<file path="src/rtl/pwm_ctrl_pkg.sv">
// pwm_ctrl_pkg: shared state encoding, default widths and saturating step helper
package pwm_ctrl_pkg;
  typedef enum logic [1:0] {IDLE, RAMP, HOLD} state_t;
  localparam int DEF_DUTY_W = 8;
  localparam int DEF_INTERVAL_W = 16;
  function automatic int unsigned step_sat(int unsigned cur, int unsigned tgt, int unsigned stp);
    return tgt > cur ? ((tgt - cur <= stp) ? tgt : cur + stp)
                     : ((cur - tgt <= stp) ? tgt : cur - stp);
  endfunction
endpackage

</file>
<file path="src/rtl/ramp_tick_gen.sv">
// ramp_tick_gen: loadable down-counter emitting a one-cycle tick at zero while running (ports: clk, rst, load, load_val, run -> tick)
module ramp_tick_gen #(
  parameter int W = 16
) (
  input  logic         clk,
  input  logic         rst,
  input  logic         load,
  input  logic [W-1:0] load_val,
  input  logic         run,
  output logic         tick
);
  logic [W-1:0] r_cnt;
  logic [W-1:0] r_reload;
  assign tick = run && r_cnt == '0;
  always_ff @(posedge clk or posedge rst) begin
    if (rst) begin
      r_cnt    <= '0;
      r_reload <= '0;
    end else if (load) begin
      r_cnt    <= load_val;
      r_reload <= load_val;
    end else if (tick) r_cnt <= r_reload;
    else if (run) r_cnt <= r_cnt - 1'b1;
  end
endmodule

</file>
<file path="src/rtl/pwm_ramp_controller.sv">
// pwm_ramp_controller: ramps PWM duty from the SPI value to a target, holds it, then hands control back (ports: clk, rst, cfg_* handshake, abort, release_req, duty_in -> duty_out, duty_override, busy, done)
module pwm_ramp_controller
  import pwm_ctrl_pkg::*;
#(
  parameter int DUTY_W     = DEF_DUTY_W,
  parameter int INTERVAL_W = DEF_INTERVAL_W
) (
  input  logic                  clk,
  input  logic                  rst,
  input  logic                  cfg_valid,
  output logic                  cfg_ready,
  input  logic [DUTY_W-1:0]     cfg_target,
  input  logic [DUTY_W-1:0]     cfg_step,
  input  logic [INTERVAL_W-1:0] cfg_interval,
  input  logic                  abort,
  input  logic                  release_req,
  input  logic [DUTY_W-1:0]     duty_in,
  output logic [DUTY_W-1:0]     duty_out,
  output logic                  duty_override,
  output logic                  busy,
  output logic                  done
);
  state_t            r_state;
  state_t            w_next;
  logic [DUTY_W-1:0] r_duty;
  logic [DUTY_W-1:0] r_target;
  logic [DUTY_W-1:0] r_step;
  logic              r_done;
  logic              w_accept;
  logic              w_at_tgt;
  logic              w_run;
  logic              w_tick;
  assign cfg_ready     = r_state != RAMP;
  assign w_accept      = cfg_valid && cfg_ready && !abort;
  assign w_at_tgt      = r_duty == r_target;
  assign w_run         = r_state == RAMP && !abort && !w_at_tgt;
  // outputs decode straight from state so the async reset drops override without a clock edge
  assign duty_override = r_state != IDLE;
  assign busy          = r_state == RAMP;
  assign duty_out      = r_duty;
  assign done          = r_done;
  ramp_tick_gen #(.W(INTERVAL_W)) u_tick (
    .clk      (clk),
    .rst      (rst),
    .load     (w_accept),
    .load_val (cfg_interval),
    .run      (w_run),
    .tick     (w_tick)
  );
  always_comb begin
    w_next = r_state;
    case (r_state)
      IDLE:    w_next = w_accept ? RAMP : IDLE;
      RAMP:    w_next = abort ? IDLE : w_at_tgt ? HOLD : RAMP;
      HOLD:    w_next = abort ? IDLE : w_accept ? RAMP : release_req ? IDLE : HOLD;
      default: w_next = IDLE;
    endcase
  end
  always_ff @(posedge clk or posedge rst) begin
    if (rst) begin
      r_state  <= IDLE;
      r_duty   <= '0;
      r_target <= '0;
      r_step   <= '0;
      r_done   <= 1'b0;
    end else begin
      r_state <= w_next;
      r_done  <= r_state == RAMP && !abort && w_at_tgt;
      if (w_accept) begin
        r_target <= cfg_target;
        r_step   <= cfg_step == '0 ? DUTY_W'(1) : cfg_step;
        // a re-request from HOLD continues from the held value, not the SPI register
        r_duty   <= r_state == HOLD ? r_duty : duty_in;
      end else if (w_tick) r_duty <= DUTY_W'(step_sat(32'(r_duty), 32'(r_target), 32'(r_step)));
    end
  end
endmodule

</file>
<file path="config.mk">
export PLATFORM = sky130hd
export DESIGN_NAME = pwm_ramp_controller
export DESIGN_NICKNAME = d
export VERILOG_FILES = /design/src/rtl/pwm_ctrl_pkg.sv /design/src/rtl/ramp_tick_gen.sv /design/src/rtl/pwm_ramp_controller.sv
export SDC_FILE = /design/constraint.sdc
export NUM_CORES = 1
export LEC_CHECK = 0
export BUFFER_PORTS_ARGS = -buffer_cell sky130_fd_sc_hd__buf_2
export CAP_MARGIN = 40
export CORE_MARGIN = 4
export CORE_UTILIZATION = 50
export DETAILED_ROUTE_END_ITERATION = 10
export GPL_ROUTABILITY_DRIVEN = 0
export PLACE_DENSITY = 0.7
export SKIP_CTS_REPAIR_TIMING = 1
export SLEW_MARGIN = 20
export SYNTH_ARGS = -nofsm -noshare
export SYNTH_HDL_FRONTEND = slang
export SYNTH_SLANG_ARGS = --single-unit
export TNS_END_PERCENT = 10
</file>
<file path="constraint.sdc">
create_clock -name clk -period 5.28 [get_ports clk]
set_clock_uncertainty 0.2 [all_clocks]
set_input_delay 1.056 -clock clk [delete_from_list [all_inputs] [get_ports clk]]
set_output_delay 1.056 -clock clk [all_outputs]
set_load 0.01 [all_outputs]
</file>
==> flow_summary.yaml <==
job:
  cap_violations: 0
floorplan:
  ios: 57
  std_cell_rows: 34
  fp.dieH_microns: 104
  core_area_sq_um: 8850
  dieWidth_microns: 104
  initial_core_util_pct: 52.0
  die_area_sq_um: 10800
detailed_routing:
  first_pass_iters: 6
  routed_wl_microns: 12400
  wire_per_inst_microns: 17.3
  antenna_left: 0
  viasPerCell: 5.89
  drc: 0
  via_count: 4218
  drtIter0Drc: 270
global_route:
  antenna_found_initial: 0
  grt_max_degree: 51
  grt_pass1_wl_microns: 20800
  grt_pass1_vias: 4373
  grt_use_total_pct: 23.5
  overflow: 0
finish:
  area_delta_synth_final_pct: 12.2
  n_antenna_cell: 0
  instances_no_fill: 716
  num-fill-cells: 819
  drive_above_1_share_pct: 15.5
  final_nets: 698
logic_synthesis:
  ys_async_sr_fraction_pct: 100
  ys_ff_latch: 59
  post_synth_main_area_contributors: "dfrtp_1 32%, ha_1 13%, nand2_1 7.3%"
  synth-edff-count: 0
  synth_common_cells: "90 x nand2_1, 59 x dfrtp_1, 46 x ha_1"
  ys.flop_type: "dfrtp_1"
  yosys.area.top_type_share_pct: 32.1
  syn_nets: 650
  yosys_warnings: 0
  yosysTopAreaCell: "dfrtp_1"
  ys_types: 60
  synthCells: 555
  netlist_area_sq_um: 4600
  syn_avg_cell_area_sq_um: 8.29
  yosysMostFrequentCell: "nand2_1"
  synth-seq-area-share_pct: 32.1
cts:
  cts_tree: "built"
  cts_root_buf: "clkbuf_8"
  cts_sinks: 59
  htree_levels: 3
  cts_buffer_depth: 2
  clk_latency_ps: 350
  cts_buffers: 9
  clk_pin_slew_ps: 70
timing:
  holdWs_ps: 281
  slew_viol_final: 0
  rsz0062_at_grt: "false"
  period_minus_slack_ps: 4550
  fin_setup_tns_ps: 0
  post-route-period-util_pct: 86.1
  hold_viol: 0
  setup_viol: 0
  relSlewSlack_pct: 49.6
  max_freq_ghz: 0.220
  tightest_slew_ps: 754
placement:
  io_buffer_count: 56
  dp.cells: 700
  dp_hpwl_microns: 9360
hold_path:
  worstHoldPathType: "reg -> reg"
pwr:
  leakagePower_nw: 2.41
  vdd_drop_max_mv: 0.229
  total_power_mw: 3.42
  power_density_nw_per_um2: 662
setup_path:
  worst_setup_path_end_kind: "flop"
  crit_type: "reg -> reg"
  cp-start-kind: "flop"
  cp_max_fo: 10
  worst_ep_required_time_ps: 5290
  r2r_setup_slack_ps: 730
  arrival_ps: 4560
outcome:
  outcome: "completed"
-- cells by family (layout without fill, tap and decap cells) --
group / count (synthesis) / after routing / share of synthesized area (%)
muxes: 11 / 11 / 2.45
adders and majority gates: 50 / 50 / 14.3
DFF: 59 / 59 / 32.1
and+or+nand+nor: 192 / 192 / 19.0
buffers and inverters: 65 / 118 / 5.85
AOI/OAI and AO/OA: 158 / 158 / 22.6
xor gates and xnor gates: 20 / 20 / 3.81
-- worst max-delay path, stage by stage, from the launching register on --
cell,delay [ps]
dfrtp_1,500
inv_1,200
ha_1,370
a21o_1,170
a21o_1,190
a21o_1,200
a21oi_1,220
o21ai_0,160
xor2_1,170
ha_1,330
nand4_1,150
nor2_1,70
o311a_1,490
mux2_2,360
a2111oi_0,500
o21ai_0,140
-- metrics by stage --
step / util, % / setup slack (ps) / area (sq um)
after floorplan: - / 1240 / 4600
after global placement: 55.8 / 1120 / 4940
after detailed placement: 55.9 / 873 / 4950
after CTS: 58.3 / 790 / 5160
after global routing: 58.3 / 402 / 5160
final: 58.3 / 735 / 5160
-- cells in the final DEF (no fill, tap or decap), types with 6 or more instances in the layout --
cell      count
buf_4         6
xor2_1        9
o21a_1       13
nand2_1      90
nand4_1       7
nor2_1       41
buf_2        56
o211ai_1      8
ha_1         46
a21o_1        6
dfrtp_1      59
a21oi_1      42
nor3_1       14
inv_1        39
xnor2_1      11
clkbuf_8     12
o21ai_0      41
nor4_1        7
nand3_1       9
mux2i_1       9
-- sequential cells by signal, indices dropped and copies added, names as in the netlist --
register / count
r_target: 8
duty_out: 8
r_step: 8
u_tick.r_cnt: 16
u_tick.r_reload: 16
r_state: 2
done: 1
-- worst paths after layout --
check                                     endpoint  cells after the start          startpoint
worst max-delay path                   duty_out[1]                     15         duty_out[1]
worst min-delay path            u_tick.r_reload[8]                      2  u_tick.r_reload[8]
worst max register to register         duty_out[1]                     15         duty_out[1]
worst min register to register  u_tick.r_reload[8]                      2  u_tick.r_reload[8]
max in group asynchronous                r_step[5]                      3                 rst
min in group asynchronous              r_target[0]                      2                 rst
-- final cells by class --
cell class	count	area [sq um]	area share, %
flip-flops and latches	59	1480	28.6
multi-input cells	431	2860	55.4
clock inverters	4	47.5	0.921
well taps	108	135	2.62
repair buffers	62	325	6.30
clock buffers	12	165	3.20
inverters	40	150	2.91
-- layer usage --
layer  track usage [%]  share of wire [%]  vias up
met5                 0                  0        -
met4              10.1                3.3        0
met3              4.10                5.0       37
met2              40.9                 50      134
met1              28.6                 42     2006
li1                  -                  -     2041
-- report_power, final --
part / total, mW / leakage, nW / internal, mW / switching [mW]
clock: 0.452 / 0.108 / 0.255 / 0.197
sequential: 0.757 / 0.726 / 0.584 / 0.174
combinational: 2.21 / 1.57 / 0.961 / 1.25
(Power assumes the default switching activity.)
